**config.mk**
```make
export PLATFORM = sky130hd
export DESIGN_NAME = uart_tx_fifo_drain
export DESIGN_NICKNAME = d
export VERILOG_FILES = /design/src/rtl/uart_tx_fifo_drain.sv
export SDC_FILE = /design/constraint.sdc
export NUM_CORES = 1
export LEC_CHECK = 0
export ABC_CLOCK_PERIOD_IN_PS = 2800
export CORE_MARGIN = 3
export CORE_UTILIZATION = 55
export CTS_BUF_LIST = sky130_fd_sc_hd__clkbuf_16
export DETAILED_ROUTE_END_ITERATION = 8
export PLACE_DENSITY = 0.77
export SLEW_MARGIN = 0
export SYNTH_ARGS = -nofsm -noshare
export SYNTH_HDL_FRONTEND = slang
export SYNTH_SLANG_ARGS = --single-unit
```
**constraint.sdc**
```tcl
create_clock -name clk -period 2.8 [get_ports clk]
set_clock_uncertainty 0.2 [all_clocks]
set_input_delay 0.84 -clock clk [delete_from_list [all_inputs] [get_ports clk]]
set_output_delay 0.84 -clock clk [all_outputs]
set_load 0.005 [all_outputs]
```
**src/rtl/uart_tx_fifo_drain.sv**
```systemverilog
// UART transmitter that drains a first-word-fall-through byte FIFO and
// serialises each byte as start / LSB-first data / optional parity / stop bits.
module uart_tx_fifo_drain #(
    parameter int unsigned DWIDTH       = 8,
    parameter int unsigned CLKS_PER_BIT = 868,
    parameter int unsigned PARITY_EN    = 0,
    parameter int unsigned PARITY_ODD   = 0,
    parameter int unsigned STOP_BITS    = 1
) (
    input  logic              clk,
    input  logic              rstn,
    input  logic [DWIDTH-1:0] fifo_data,
    input  logic              fifo_empty,
    output logic              fifo_ren,
    output logic              txd,
    output logic              busy
);

    localparam int unsigned BAUD_W = (CLKS_PER_BIT > 1) ? $clog2(CLKS_PER_BIT) : 1;
    localparam int unsigned BIT_W  = (DWIDTH > 1) ? $clog2(DWIDTH) : 1;

    localparam logic [BAUD_W-1:0] BAUD_LAST = BAUD_W'(CLKS_PER_BIT - 1);
    localparam logic [BIT_W-1:0]  BIT_LAST  = BIT_W'(DWIDTH - 1);
    localparam logic              STOP_LAST = (STOP_BITS == 2);
    localparam logic              PAR_INV   = (PARITY_ODD != 0);

    typedef enum logic [2:0] {
        IDLE   = 3'd0,
        START  = 3'd1,
        DATA   = 3'd2,
        PARITY = 3'd3,
        STOP   = 3'd4
    } state_e;

    state_e              state_q, state_d;
    logic [BAUD_W-1:0]   baud_q, baud_d;
    logic [BIT_W-1:0]    bit_q, bit_d;
    logic                stop_q, stop_d;
    logic [DWIDTH-1:0]   shift_q, shift_d;
    logic                parity_q, parity_d;
    logic                txd_q, txd_d;
    logic                busy_q, busy_d;
    logic                pop_c;
    logic                baud_end_c;

    assign baud_end_c = (baud_q == BAUD_LAST);

    // Held low during reset so a non-empty FIFO is not popped while the block is held.
    assign fifo_ren = pop_c & rstn;
    assign txd      = txd_q;
    assign busy     = busy_q;

    always_comb begin
        state_d  = state_q;
        baud_d   = baud_q;
        bit_d    = bit_q;
        stop_d   = stop_q;
        shift_d  = shift_q;
        parity_d = parity_q;
        pop_c    = 1'b0;

        if (state_q != IDLE) begin
            baud_d = baud_end_c ? '0 : BAUD_W'(baud_q + 1'b1);
        end

        case (state_q)
            IDLE: begin
                baud_d = '0;
                bit_d  = '0;
                stop_d = 1'b0;
                if (!fifo_empty) begin
                    pop_c   = 1'b1;
                    state_d = START;
                end
            end
            START: begin
                bit_d = '0;
                if (baud_end_c) begin
                    state_d = DATA;
                end
            end
            DATA: begin
                if (baud_end_c) begin
                    shift_d = shift_q >> 1;
                    if (bit_q == BIT_LAST) begin
                        bit_d   = '0;
                        stop_d  = 1'b0;
                        state_d = (PARITY_EN != 0) ? PARITY : STOP;
                    end else begin
                        bit_d = BIT_W'(bit_q + 1'b1);
                    end
                end
            end
            PARITY: begin
                if (baud_end_c) begin
                    stop_d  = 1'b0;
                    state_d = STOP;
                end
            end
            STOP: begin
                if (baud_end_c) begin
                    if (stop_q == STOP_LAST) begin
                        stop_d = 1'b0;
                        // Chain straight into the next frame when data is waiting.
                        if (!fifo_empty) begin
                            pop_c   = 1'b1;
                            state_d = START;
                        end else begin
                            state_d = IDLE;
                        end
                    end else begin
                        stop_d = 1'b1;
                    end
                end
            end
            default: begin
                state_d = IDLE;
            end
        endcase

        if (pop_c) begin
            shift_d  = fifo_data;
            parity_d = (^fifo_data) ^ PAR_INV;
        end

        // Line level is decoded from the next state so txd comes straight off a flop.
        case (state_d)
            START:   txd_d = 1'b0;
            DATA:    txd_d = shift_d[0];
            PARITY:  txd_d = parity_d;
            default: txd_d = 1'b1;
        endcase
        busy_d = (state_d != IDLE);
    end

    always_ff @(posedge clk or negedge rstn) begin
        if (!rstn) begin
            state_q  <= IDLE;
            baud_q   <= '0;
            bit_q    <= '0;
            stop_q   <= 1'b0;
            shift_q  <= '0;
            parity_q <= 1'b0;
            txd_q    <= 1'b1;
            busy_q   <= 1'b0;
        end else begin
            state_q  <= state_d;
            baud_q   <= baud_d;
            bit_q    <= bit_d;
            stop_q   <= stop_d;
            shift_q  <= shift_d;
            parity_q <= parity_d;
            txd_q    <= txd_d;
            busy_q   <= busy_d;
        end
    end

endmodule

```
Word level (Yosys, flattened, before mapping)
Index checks and enable logic that the tools add are counted.

word-level totals
  bits in registers = 28
  input port bits = 11
  word-level logic and storage cells = 68

operators by class
  add/subtract/negate cells = 2
  eq/ne operators = 13
  muxes and demuxes = 30
  bitwise operators = 1
  reduce and logical (&&, ||, !) cells = 13

operator list
  cell                   count
  $mux 10                3
  $mux 3                 9
  $mux 8                 3
  $pmux 3 s5             1
  $eq 3x2->1 const B     4
  $add 10x1->10 const B  1
  $eq 10x10->1 const B   1
  $mux 1                 10
  $ne 2x2->1 const B     4
  $reduce_bool 2->1      4
  $reduce_xor 8->1       1
  $eq 3x1->1 const B     2
  $eq 3x3->1 const B     2
  $pmux 3 s2             1
  $reduce_bool 3->1      2
  $reduce_and 5->1       1
  $pmux 1 s4             1
  $reduce_and 2->1       2
  $reduce_bool 4->1      1
  $add 3x1->3 const B    1
  $logic_not 3->1        1
  $pmux 1 s3             1
  $pmux 1 s2             1
  $reduce_or 2->1        1
  $and 1x1->1            1

Logic depth before layout (Yosys ltp)
Gate-level depths: netlist (run 1).

  depth in word-level cells = 6
  mapped depth = 7
  depth with buffers taken out = 6

Least setup slack after synthesis (run 1)
Ideal clock, no wire load.

  path kind = input -> output
  from = in fifo_empty
  to = out fifo_ren
  arrival = 1.646 ns
  data required time = 1.760 ns
  setup slack = 0.114 ns
  stages = 4
  buffers on the path = 1
  cell sequence = or3_1 a21oi_2 buf_6 and2_1

on the way
  longest elaborated chain between the ends = 5

ends and longest elaborated chain
  what           RTL line  source
  from (decl)    13        input logic fifo_empty,
  $mux 1 *       71, 105
  $mux 1         102       if (stop_q == STOP_LAST) begin
  $mux 1         101       if (baud_end_c) begin
  $pmux 1 s2 *   66        case (state_q)
  $and 1x1->1 *  49        assign fifo_ren = pop_c & rstn;
  to (decl)      14        output logic fifo_ren,

Every way passes the cells marked *; elsewhere a longest branch is shown, timed or not.

Worst setup path in the final report (run 1)
Same ends and word-level chain as after synthesis.

==> results of run 1 <==
## flip-flops by register name (all words and copies together) (netlist names)
| register | cells |
|---|---|
| baud_q | 10 |
| shift_q | 8 |
| bit_q | 3 |
| state_q | 3 |
| busy | 1 |
| parity_q | 1 |
| txd | 1 |
## routing by layer
layer | track usage | part of all wire
met5 | 0 | 0
met4 | 0.0881 | 0.0093
met2 | 0.349 | 0.52
met3 | 0.0325 | 0.030
met1 | 0.247 | 0.44
## cell type report
| class | count | area [um2] | area share |
|---|---|---|---|
| multi-input combinational | 92 | 689 | 0.400 |
| timing repair buffer | 27 | 231 | 0.134 |
| clock inverter | 1 | 5.00 | 0.00290 |
| sequential | 27 | 677 | 0.393 |
| inverter | 3 | 11.3 | 0.00653 |
| clock buffer | 3 | 75.1 | 0.0435 |
| tap | 28 | 35.0 | 0.0203 |
## worst reg2reg max path, cell delays in order, from the launching register on
cell and delay [ns]:
dfrtp_1 0.37, ha_1 0.18, nor3b_4 0.24, buf_4 0.15, and4_4 0.32, mux2_1 0.36
mux2_2 0.26
## cells by family after synthesis
| family | after synthesis | share of synthesized area |
|---|---|---|
| AOI/OAI and AO/OA | 30 | 0.160 |
| and+or+nand+nor | 41 | 0.180 |
| DFF | 27 | 0.488 |
| muxes | 3 | 0.0243 |
| adders and majority gates | 3 | 0.0271 |
| buffers and inverters | 7 | 0.0261 |
| xor gates and xnor gates | 15 | 0.0947 |
## per-stage QoR
step	instances	hold WS, ns	instance area, um2
floorplan	126	0.245	1390
global placement	177	0.257	1630
detailed placement	177	0.267	1630
CTS	181	0.276	1720
global route	181	0.299	1720
finish	181	0.272	1720
## synth_stat cells, types with 2 or more instances
| cell | count | area (um2) |
|---|---|---|
| dfrtp_1 | 26 | 651 |
| nor2_1 | 14 | 52.6 |
| xnor2_1 | 10 | 87.6 |
| a22o_1 | 7 | 61.3 |
| a21o_1 | 6 | 45.0 |
| nand2_1 | 6 | 22.5 |
| o21ai_0 | 6 | 30.0 |
| xor2_1 | 5 | 43.8 |
| ha_1 | 3 | 37.5 |
| inv_1 | 3 | 11.3 |
| nand3_1 | 3 | 15.0 |
| a21oi_1 | 2 | 10.0 |
| a21oi_2 | 2 | 17.5 |
| and2_1 | 2 | 12.5 |
| and3_1 | 2 | 12.5 |
| mux2_1 | 2 | 22.5 |
| nand2b_1 | 2 | 12.5 |
## power groups by stage
stage	Combinational [mW]	Clock [mW]	Sequential (mW)
2_1_floorplan	0.164	0	0.526
3_3_place_gp	0.276	0	0.519
3_5_place_dp	0.292	0	0.524
4_1_cts	0.295	0.326	0.517
5_1_grt	0.330	0.339	0.525
6_report	0.294	0.315	0.518
## worst paths after layout
check | depth (start not counted) | slack, ns | to | startpoint
max in group asynchronous | 2 | 1.28 | txd$_DFF_PN1_ | rstn
min in group asynchronous | 2 | 0.82 | state_q[2]$_DFF_PN0_ | rstn
hold reg to reg | 1 | 0.27 | shift_q[1]$_DFFE_PN0P_ | shift_q[1]$_DFFE_PN0P_
setup / recovery | 5 | 0.04 | fifo_ren | fifo_empty
hold / removal | 1 | 0.27 | shift_q[1]$_DFFE_PN0P_ | shift_q[1]$_DFFE_PN0P_
setup reg to reg | 6 | 0.60 | shift_q[0]$_DFF_PN0_ | baud_q[1]$_DFF_PN0_
## timing repair
item | 4_1_cts | 5_1_grt
setup endpoints to repair | 1 | 1
gates cloned | 0 | 0
endpoints found under the hold margin | 0 | 0
pin swaps | 2 | 0
resized for setup | 11 | 1
==> reports/qor.csv, run 1 <==
metric,value,unit
cts_buffers,3,
period_needed,2.76,ns
syn_area_per_cell,11.0,um2
yosys_warnings,0,
overflow,0,
netSwitchingPower,0.295,mW
p_int,0.832,mW
ir_worst_vdd,0.507,mV
critPathArrivalTime,1.72,ns
via_per_inst,5.80,
grt_pass1_wl,5000,um
antenna_left,0,
core-area,2300,um2
htreeDepth,1,
worstMarginPinSlew,0.419,ns
hpwl,2080,um
syn_area,1390,um2
fp-row-count,17,
drv_cap,0,
crit_family,simple AND/OR/NAND/NOR gates,
drc,0,
clkTransAtPathRegs,0.06,ns
synthCells,126,
grtUsageTotal,0.202,
post_cts_buffers,0,
power,1.13,mW
hold_viol,0,
final_cell_mix,"dfrtp_1 (26), nor2_1 (14), buf_4 (14)",
synth_enable_flop_cells,0,
combPwrFrac,0.261,
pwr-share-clk,0.280,
wl_per_cell,16.1,um
fillers,156,
drt_first_pass_iters,4,
crit_path_top_delay_cell,or3_4,
hold_class,reg -> reg,
drive_gt1_frac,0.209,
synth_ff_type,dfrtp_1,
initial_utilization,0.604,
critPathCaptureType,output port,
syn-num-nets,140,
die_w,56.2,um
path_buf_inv,2,
setup_ws,0.0360,ns
cts_hold_buf,0,
numPortBuffers,13,
wl,2910,um
place_ws,-0.661,ns
grt_pass1_vias,1147,
syn_to_final_growth,24.3,%
worstPathCellList,buf_2 -> or3_4 -> a21oi_4 -> and2_4 -> buf_6,
p_seq_frac,0.460,
status,completed,
fin_crit_sh,0.987,
fp.dieArea,3160,um2
synth-seq-cells,27,
cts_num_sinks,27,
max_stage_delay,0.40,ns
power.density,654,nW/um2
die_h,56.2,um
clkLatencyLatePin,0.26,ns
drtIter0Drc,26,
gp_congestion,0.837,
start_kind,input pin,
slew_violations,0,
synthArstFlopShare,1.00,
worstPathRequired,1.76,ns
cts_root_buf,clkbuf_16,
n_antenna_cell,0,
grt_max_degree,28,
fin_util,0.751,
setup_viol,0,
rsz0062_at_grt,false,
clock_path_buffers,2,
path_class,in -> out,
ys_types,42,
max_freq,0.362,GHz
via_count,1049,
timing.setup.tns,0,ns
ios,14,
p_leak,0.799,nW
cts_tree,built,
critPathMaxFanout,2,
swShare,0.262,
ys_seq_area_frac,0.488,
nNetsFinal,168,
maxSlewHeadroom,0.721,
antenna_found_initial,0,
layout_commonest_cell,dfrtp_1,
Power figures use the tool's default switching activity.
==> inputs of run 2 (changes only) <==
GPL_TIMING_DRIVEN = 0   (was not set)
PLACE_DENSITY = not set   (was 0.77)
PLACE_DENSITY_LB_ADDON = 0.2   (was not set)
SKIP_CTS_REPAIR_TIMING = 1   (was not set)
==> reports/qor.csv, run 2 (synthesis gave the netlist of run 1 again) <==
metric,value,unit,change
htreeDepth,1,,unchanged
grt_max_degree,29,,was 28
overflow,0,,unchanged
p_int,0.820,mW,was 0.832 mW
p_seq_frac,0.479,,was 0.460
clock_path_buffers,2,,unchanged
initial_utilization,0.604,,unchanged
critPathArrivalTime,1.86,ns,was 1.72 ns
n_antenna_cell,0,,unchanged
period_needed,2.90,ns,was 2.76 ns
regMostFlops,baud_q,,unchanged
hold_class,reg -> reg,,unchanged
placed_cell_area,1550,um2,was 1630 um2
cts_buffers,3,,unchanged
die_h,56.2,um,unchanged
swShare,0.276,,was 0.262
pwr-share-clk,0.289,,was 0.280
ir_worst_vdd,0.583,mV,was 0.507 mV
largest_register_ffs,10,,unchanged
numPortBuffers,13,,unchanged
fp.dieArea,3160,um2,unchanged
die_w,56.2,um,unchanged
via_count,1060,,was 1049
maxSlewHeadroom,0.545,,was 0.721
drv_cap,0,,unchanged
start_kind,input pin,,unchanged
worstPathRequired,1.76,ns,about the same
max_freq,0.345,GHz,was 0.362 GHz
wl,2950,um,was 2910 um
cts_num_sinks,27,,unchanged
hpwl,1920,um,was 2080 um
fillers,160,,was 156
status,finished with violations,,was completed
largestRegisters,"baud_q (10), shift_q (8)",,unchanged
fin_crit_sh,1.04,,was 0.987
rsz0062_at_grt,true,,was false
clkTransAtPathRegs,0.07,ns,was 0.06 ns
netSwitchingPower,0.313,mW,was 0.295 mW
stdcell_area,1760,um2,was 1720 um2
ios,14,,unchanged
cts_root_buf,clkbuf_16,,unchanged
clkLatencyLatePin,0.26,ns,about the same
slew_violations,0,,unchanged
syn_to_final_growth,26.6,%,was 24.3%
place_ws,-1.17,ns,was -0.661 ns
p_leak,0.815,nW,was 0.799 nW
fp-row-count,17,,unchanged
drt_first_pass_iters,4,,unchanged
fin_util,0.765,,was 0.751
power.density,645,nW/um2,was 654 nW/um2
core-area,2300,um2,unchanged
grtUsageTotal,0.198,,was 0.202
antenna_found_initial,0,,unchanged
final_cell_mix,"dfrtp_1 (26), nor2_1 (14), buf_4 (14)",,unchanged
layout_commonest_cell,dfrtp_1,,unchanged
worstMarginPinSlew,0.683,ns,was 0.419 ns
combPwrFrac,0.232,,was 0.261
drc,0,,unchanged
violations,negative setup slack,,
grt_pass1_vias,1081,,was 1147
drive_gt1_frac,0.236,,was 0.209
gp_congestion,0.793,,was 0.837
cts_tree,built,,unchanged
wl_per_cell,15.9,um,was 16.1 um
via_per_inst,5.73,,was 5.80
drtIter0Drc,23,,was 26
antenna_left,0,,unchanged
path_class,in -> out,,unchanged
hold_viol,0,,unchanged
grt_pass1_wl,4950,um,was 5000 um
setup_viol,1,,was 0
critPathMaxFanout,8,,was 2
setup_ws,-0.0980,ns,was 0.0360 ns
hold_slack,0.277,ns,was 0.272 ns
critPathCaptureType,output port,,unchanged
nNetsFinal,172,,was 168
[run 2: final cells by class]
cell class | instances | area [um2] | area share
Buffer | 4 | 25.0 | 0.0142
Clock buffer | 3 | 75.1 | 0.0427
Clock inverter | 1 | 5.00 | 0.00285
Inverter | 3 | 11.3 | 0.00641
Multi-Input combinational cell | 92 | 702 | 0.400
Sequential cell | 27 | 677 | 0.385
Tap cell | 28 | 35.0 | 0.0199
Timing Repair Buffer | 27 | 226 | 0.129
[run 2: power groups by stage]
stage	clock network (mW)	logic, mW	registers [mW]
after floorplan	0	0.164	0.526
after global placement	0	0.210	0.538
after detailed placement	0	0.221	0.544
after CTS	0.328	0.224	0.538
after global routing	0.352	0.290	0.554
final	0.328	0.263	0.543
[run 2: routing by layer]
metal	vias to the layer above	global-route usage	wire length (um)	part of all wire
met5	-	0	0	0
met4	0	0.0712	33	0.011
met3	4	0.0418	91	0.031
met2	18	0.344	1500	0.51
met1	532	0.240	1320	0.45
li1	506	-	-	-
[run 2: path summary, 6_finish.rpt]
check | startpoint | end | slack (ns) | depth (start not counted)
worst max-delay path | fifo_empty | fifo_ren | -0.1 | 6
worst min-delay path | shift_q[6]$_DFFE_PN0P_ | shift_q[6]$_DFFE_PN0P_ | 0.28 | 1
worst max register to register | baud_q[0]$_DFF_PN0_ | shift_q[0]$_DFF_PN0_ | 0.67 | 6
worst min register to register | shift_q[6]$_DFFE_PN0P_ | shift_q[6]$_DFFE_PN0P_ | 0.28 | 1
max in group asynchronous | rstn | shift_q[4]$_DFFE_PN0P_ | 1.56 | 1
min in group asynchronous | rstn | baud_q[6]$_DFF_PN0_ | 0.40 | 1
[run 2: critical path, cell delays in order]
cell and delay [ns]:
buf_6 0.09, or3_4 0.40, a21oi_4 0.14, buf_6 0.15, and2_4 0.13, clkbuf_2 0.10
[run 2: metrics by stage]
stage / std cells / total power [mW] / setup TNS (ns)
finish: 185 / 1.13 / -0.0980
global route: 185 / 1.20 / -0.117
CTS: 171 / 1.09 / -1.18
detailed placement: 167 / 0.766 / -1.17
global placement: 167 / 0.748 / -1.17
floorplan: 126 / 0.691 / 0
==> inputs of run 3 (changes only) <==
CTS_CLUSTER_SIZE = 20   (was not set)
GPL_TIMING_DRIVEN = not set   (was 0)
SLEW_MARGIN = 20   (was 0)
==> reports/qor.csv, run 3 (synthesis gave the netlist of run 1 again) <==
metric,value,unit,change
largestRegisters,"baud_q (10), shift_q (8)",,unchanged
regMostFlops,baud_q,,unchanged
initial_utilization,0.604,,unchanged
path_class,in -> out,,unchanged
period_needed,2.77,ns,was 2.90 ns
max_freq,0.361,GHz,was 0.345 GHz
worstMarginPinSlew,0.436,ns,was 0.683 ns
worstPathCellList,clkbuf_2 -> or3_4 -> a21oi_4 -> and2_4 -> buf_6,,was buf_6 -> or3_4 -> a21oi_4 -> buf_6 -> and2_4 -> clkbuf_2
numPortBuffers,13,,unchanged
p_leak,0.800,nW,was 0.815 nW
placed_cell_area,1630,um2,was 1550 um2
worstPathRequired,1.76,ns,about the same
via_count,1064,,was 1060
layout_commonest_cell,dfrtp_1,,unchanged
hpwl,2050,um,was 1920 um
cts_tree,built,,unchanged
ir_worst_vdd,0.500,mV,was 0.583 mV
maxSlewHeadroom,0.708,,was 0.545
setup_viol,0,,was 1
wl_per_cell,16.3,um,was 15.9 um
use_met1,0.253,,was 0.240
stdcell_area,1730,um2,was 1760 um2
n_antenna_cell,0,,unchanged
grtUsageTotal,0.209,,was 0.198
power,1.15,mW,was 1.13 mW
final_cell_mix,"dfrtp_1 (26), buf_4 (15), nor2_1 (14)",,"was dfrtp_1 (26), nor2_1 (14), buf_4 (14)"
die_h,56.2,um,unchanged
clock_path_buffers,2,,unchanged
slew_violations,0,,unchanged
crit_family,simple AND/OR/NAND/NOR gates,,unchanged
critPathArrivalTime,1.73,ns,was 1.86 ns
via_per_inst,5.85,,was 5.73
fp.dieArea,3160,um2,unchanged
htreeDepth,1,,unchanged
core-area,2300,um2,unchanged
top_usage_layer,met2,,unchanged
drv_cap,0,,unchanged
wl,2970,um,was 2950 um
grt_pass1_vias,1143,,was 1081
fin_crit_sh,0.989,,was 1.04
overflow,0,,unchanged
ios,14,,unchanged
path_buf_inv,2,,was 3
die_w,56.2,um,unchanged
drive_gt1_frac,0.214,,was 0.236
drtIter0Drc,23,,unchanged
cts_num_sinks,27,,unchanged
antenna_found_initial,0,,unchanged
cts_root_buf,clkbuf_16,,unchanged
nNetsFinal,169,,was 172
status,completed,,was finished with violations
largest_register_ffs,10,,unchanged
max_stage_delay,0.39,ns,was 0.40 ns
crit_path_top_delay_cell,or3_4,,unchanged
grt_max_degree,28,,was 29
drc,0,,unchanged
clkLatencyLatePin,0.26,ns,about the same
start_kind,input pin,,unchanged
syn_to_final_growth,25.0,%,was 26.6%
critPathCaptureType,output port,,unchanged
antenna_left,0,,unchanged
gp_congestion,0.837,,was 0.793
grt_use_met2,0.349,,was 0.344
cts_buffers,3,,unchanged
grt_pass1_wl,5150,um,was 4950 um
drt_first_pass_iters,4,,unchanged
use_met3,0.0371,,was 0.0418
power.density,665,nW/um2,was 645 nW/um2
fp-row-count,17,,unchanged
clkTransAtPathRegs,0.07,ns,about the same
hold_class,reg -> reg,,unchanged
critPathMaxFanout,2,,was 8
hold_viol,0,,unchanged
-- run 3: cell count changes in the layout (fill, tap and decap cells not counted), sizes merged --
cell,delta
clkdlybuf4s50,+1
clkbuf,-3
buf,-1
clkinv,-1
clkinvlp,+1
-- run 3: worst paths after layout --
check / slack (ns) / start / cells past startpoint / endpoint
worst max-delay path: 0.03 / fifo_empty / 5 / fifo_ren
worst min-delay path: 0.28 / shift_q[5]$_DFFE_PN0P_ / 1 / shift_q[5]$_DFFE_PN0P_
worst max register to register: 0.56 / baud_q[1]$_DFF_PN0_ / 6 / shift_q[0]$_DFF_PN0_
worst min register to register: 0.28 / shift_q[5]$_DFFE_PN0P_ / 1 / shift_q[5]$_DFFE_PN0P_
max in group asynchronous: 1.29 / rstn / 2 / txd$_DFF_PN1_
min in group asynchronous: 0.82 / rstn / 2 / shift_q[6]$_DFFE_PN0P_
-- run 3: power breakdown --
part | internal (mW) | switching [mW] | leakage, nW
registers | 0.473 | 0.0453 | 0.342
logic | 0.168 | 0.136 | 0.421
clock network | 0.194 | 0.136 | 0.0371
total | 0.835 | 0.318 | 0.800
-- run 3: worst register-to-register path, delay by kind of cell (launching register included) --
| family | cells | cell delay, ns |
|---|---|---|
| adder cells (fa/ha/maj) | 1 | 0.20 |
| buffers and inverters | 1 | 0.16 |
| flip-flops | 1 | 0.38 |
| multiplexers | 2 | 0.61 |
| AND/OR/NAND/NOR | 2 | 0.58 |
-- run 3: final cells by class --
class | instances | area [um2]
flip-flops and latches | 27 | 677
inverters | 3 | 11.3
fillers | 161 | 563
well taps | 28 | 35.0
multi-input cells | 92 | 689
clock buffers | 3 | 75.1
repair buffers | 28 | 239
clock inverters | 1 | 7.51
-- run 3: metrics by stage --
| step | setup slack (ns) | instances | util | TNS (ns) | hold WS [ns] |
|---|---|---|---|---|---|
| floorplan | 0.114 | 126 | - | 0 | 0.245 |
| global placement | -0.638 | 177 | 0.711 | -0.638 | 0.257 |
| detailed placement | -0.682 | 177 | 0.711 | -0.682 | 0.266 |
| CTS | -0.704 | 181 | 0.747 | -0.704 | 0.282 |
| global route | -0.000797 | 182 | 0.755 | -0.000797 | 0.303 |
| finish | 0.0304 | 182 | 0.755 | 0 | 0.277 |
-- run 3: metal layers --
metal | part of all wire | up-vias
met5 | 0 | -
met4 | 0.013 | 0
met3 | 0.041 | 4
met2 | 0.51 | 30
met1 | 0.43 | 527
li1 | - | 503
==> patch 1, RTL diff (flow settings as in run 3) <==
Put one more register stage on the output `txd`, with the module's reset. The value now appears one clock later. The other outputs are not delayed to match.
--- a/src/rtl/uart_tx_fifo_drain.sv
+++ b/src/rtl/uart_tx_fifo_drain.sv
@@ -48,5 +48,11 @@
     // Held low during reset so a non-empty FIFO is not popped while the block is held.
     assign fifo_ren = pop_c & rstn;
-    assign txd      = txd_q;
+    always_ff @(posedge clk or negedge rstn) begin
+        if (!rstn) begin
+            txd <= '0;
+        end else begin
+            txd <= txd_q;
+        end
+    end
     assign busy     = busy_q;
 
Formal check against the unedited RTL: not equivalent (Yosys sat finds a counterexample within 4 cycles, from zero or initial values and one cycle with rstn low).
==> patch 1 against run 3 <==
Synthesized area up 0.63%. Sequential cell count up 1. Largest power group unchanged. Power up 11%. Critical path type is now flop to primary output. Wire length up 4.5%. Fmax down 12%. The run now ends with negative setup slack left. Setup slack worse by 0.36 ns. Final area up 5.3%. Critical path depth up 1. Via count up 4.5%.
==> patch 1: results <==
{
  "wl_met1_um": 1360,
  "synth-xor-area-share_pct": 9.41,
  "holdWs_ns": 0.193,
  "ys_top_cells_by_area": "dfrtp_1 48%, xnor2_1 6.9%, a22o_1 5.6%, nor2_1 4.0%, a21o_1 3.2%",
  "nets": 174,
  "powerDensity_mw_per_mm2": 698,
  "pre_cts_ws_ns": -0.667,
  "synth_cell_types": 33,
  "drtIter0Drc": 22,
  "synth.area.mux_share_pct": 4.66,
  "wl_met2_um": 1620,
  "num_vias": 1112,
  "finalSetupViolations": 1,
  "dr_wl_met3_um": 80,
  "status": "complete, but fails checks",
  "p_leak_nw": 0.854,
  "setup_slack_ns": -0.334,
  "wl_per_cell_um": 16.6,
  "grt_max_degree": 29,
  "failed_checks": "negative setup slack",
  "yosys.area_share.adder_pct": 2.69,
  "finalSetupTns_ns": -0.334,
  "ys_seq_area_share_pct": 50.3,
  "fin_cells": 187,
  "placed_cell_area_mm2": 0.00167,
  "synth_fp_nets": 141,
  "grt_use_met3_pct": 2.99,
  "synth_compound_area_share_pct": 14.2,
  "avgSynthCellArea_um2": 11.0,
  "use_met1_pct": 25.5
}
-- patch 1: critical path, stage by stage (launching register included) --
cell and delay (ns):
dfrtp_1 0.36, ha_2 0.18, or4b_4 0.47, or3_4 0.42, a21oi_4 0.14, and2_4 0.17, buf_6 0.09
-- patch 1: worst paths after layout --
check                                     from              endpoint  cells past startpoint
min in group asynchronous                 rstn  bit_q[2]$_DFFE_PN0P_                      2
setup / recovery           baud_q[0]$_DFF_PN0_              fifo_ren                      6
hold reg to reg                txd_q$_DFF_PN1_         txd$_DFF_PN0_                      0
max in group asynchronous                 rstn       txd_q$_DFF_PN1_                      2
setup reg to reg           baud_q[0]$_DFF_PN0_  bit_q[2]$_DFFE_PN0P_                      7
hold / removal                 txd_q$_DFF_PN1_         txd$_DFF_PN0_                      0
-- patch 1: final cells by class --
type                       count  area (um^2)
clock inverter                 1         30.0
clock buffer                   3         75.1
sequential                    28          702
fill                         150          492
tap                           28         35.0
timing repair buffer          34          293
multi-input combinational     89          677
inverter                       4         15.0
==> patch 2, RTL diff (settings of run 3) <==
Made on the original files. Change the parameter `PARITY_EN` from 0 to 1.
--- a/src/rtl/uart_tx_fifo_drain.sv
+++ b/src/rtl/uart_tx_fifo_drain.sv
@@ -4,5 +4,5 @@
     parameter int unsigned DWIDTH       = 8,
     parameter int unsigned CLKS_PER_BIT = 868,
-    parameter int unsigned PARITY_EN    = 0,
+    parameter int unsigned PARITY_EN    = 1,
     parameter int unsigned PARITY_ODD   = 0,
     parameter int unsigned STOP_BITS    = 1
Check against the original RTL: no difference found for any inputs over 10 cycles, from zero or initial values and one cycle with rstn low; that may be too few to reach the edited logic, so the function may still have changed.
==> patch 2 against run 3 <==
Utilization rose by 0.66 points. Critical path depth fell by 1. Non-clock buffer count rose by 2. Clock power fell by 2%. Setup slack got worse by 0.035 ns. Power fell by 2.3%. The flow now finishes with violations (negative setup slack). Wire length fell by 3.1%. Synthesized area rose by 2.9%. Final area rose by 2.7%. Global-route usage fell by 1.7 points. Sequential cell count did not move.
==> patch 2: results <==
{
  "r2r_start": "baud_q[1]$_DFF_PN0_",
  "drive_gt1_share_pct": 21.7,
  "failed_checks": "negative setup slack",
  "synth-xor-area-share_pct": 7.98,
  "grt_pass1_vias": 1157,
  "setup_slack_ns": -0.00485,
  "avgSynthCellArea_um2": 10.8,
  "vias_per_cell": 5.69,
  "slowest_stage": "clkdlybuf4s50_1",
  "drtIter0Drc": 5,
  "synth.area.mux_share_pct": 5.35,
  "synth_compound_area_share_pct": 14.1,
  "finalSetupViolations": 1,
  "arrival_ns": 1.76,
  "ys_top_cells_by_area": "dfrtp_1 46%, xnor2_1 6.7%, a22o_1 5.5%, mux2_2 3.9%, nor2_1 3.7%",
  "p_leak_nw": 0.831,
  "gp_congestion": 0.817,
  "pre_cts_ws_ns": -0.417,
  "finalSetupTns_ns": -0.00485,
  "cp_slowest_stage_delay_ns": 0.46,
  "min-delay-start": "shift_q[4]$_DFFE_PN0P_",
  "wl_per_cell_um": 15.2,
  "grtUsageTotal_pct": 19.2,
  "yosys-top-cells-count": "26 x dfrtp_1, 14 x nor2_1, 11 x xnor2_1, 9 x a22o_1, 8 x nand2_1",
  "num_vias": 1076,
  "vdd_drop_max_v": 0.000467,
  "grt_pass1_wl_um": 4940,
  "status": "complete, but fails checks",
  "dp_hpwl_um": 2030,
  "synth_fp_nets": 146
}
## patch 2: cell types whose count changed after synthesis, sizes merged, moves of 2 or more
cell and delta:
nand2b -2, mux2 +2, and4 -2, o21ai -3, nand2 +2, a22o +2
xor2 -3, mux2i +2, nor3 +3
## patch 2: worst paths after layout
path / endpoint / slack, ns / depth (start not counted)
worst min-delay path: shift_q[4]$_DFFE_PN0P_ / 0.28 / 1
min in group asynchronous: bit_q[0]$_DFFE_PN0P_ / 0.79 / 2
worst max-delay path: fifo_ren / -0.005 / 4
worst min register to register: shift_q[4]$_DFFE_PN0P_ / 0.28 / 1
worst max register to register: bit_q[0]$_DFFE_PN0P_ / 0.48 / 5
max in group asynchronous: txd$_DFF_PN1_ / 1.31 / 2
## patch 2: area by class of cell
class | count | area (um^2)
multi-input combinational | 97 | 719
sequential | 27 | 677
fill | 164 | 558
timing repair buffer | 30 | 259
clock buffer | 3 | 75.1
tap | 28 | 35.0
inverter | 3 | 11.3
clock inverter | 1 | 5.00
## patch 2: per-stage QoR
stage	cell area (um^2)	power, mW
detailed placement	1680	0.784
finish	1780	1.13
floorplan	1430	0.663
global route	1780	1.19
global placement	1680	0.767
CTS	1760	1.11
## patch 2: metal layers
metal  up-vias  GRT usage, %  part of all wire (%)
li1        520             -                     -
met1       538          22.4                    44
met2        16          35.9                    52
met5         -             0                     0
met3         2          3.39                   3.3
met4         0          4.97                  0.42
## patch 2: worst max-delay path, delay by kind of cell
family | cells | cell delay, ns
AO/OA/AOI/OAI | 1 | 0.19
buffers and inverters | 2 | 0.55
AND/OR/NAND/NOR | 1 | 0.19
## patch 2: power breakdown
group / switching, mW / internal, mW / leakage, nW
clock network: 0.133 / 0.193 / 0.0409
registers: 0.0410 / 0.465 / 0.343
logic: 0.131 / 0.163 / 0.447
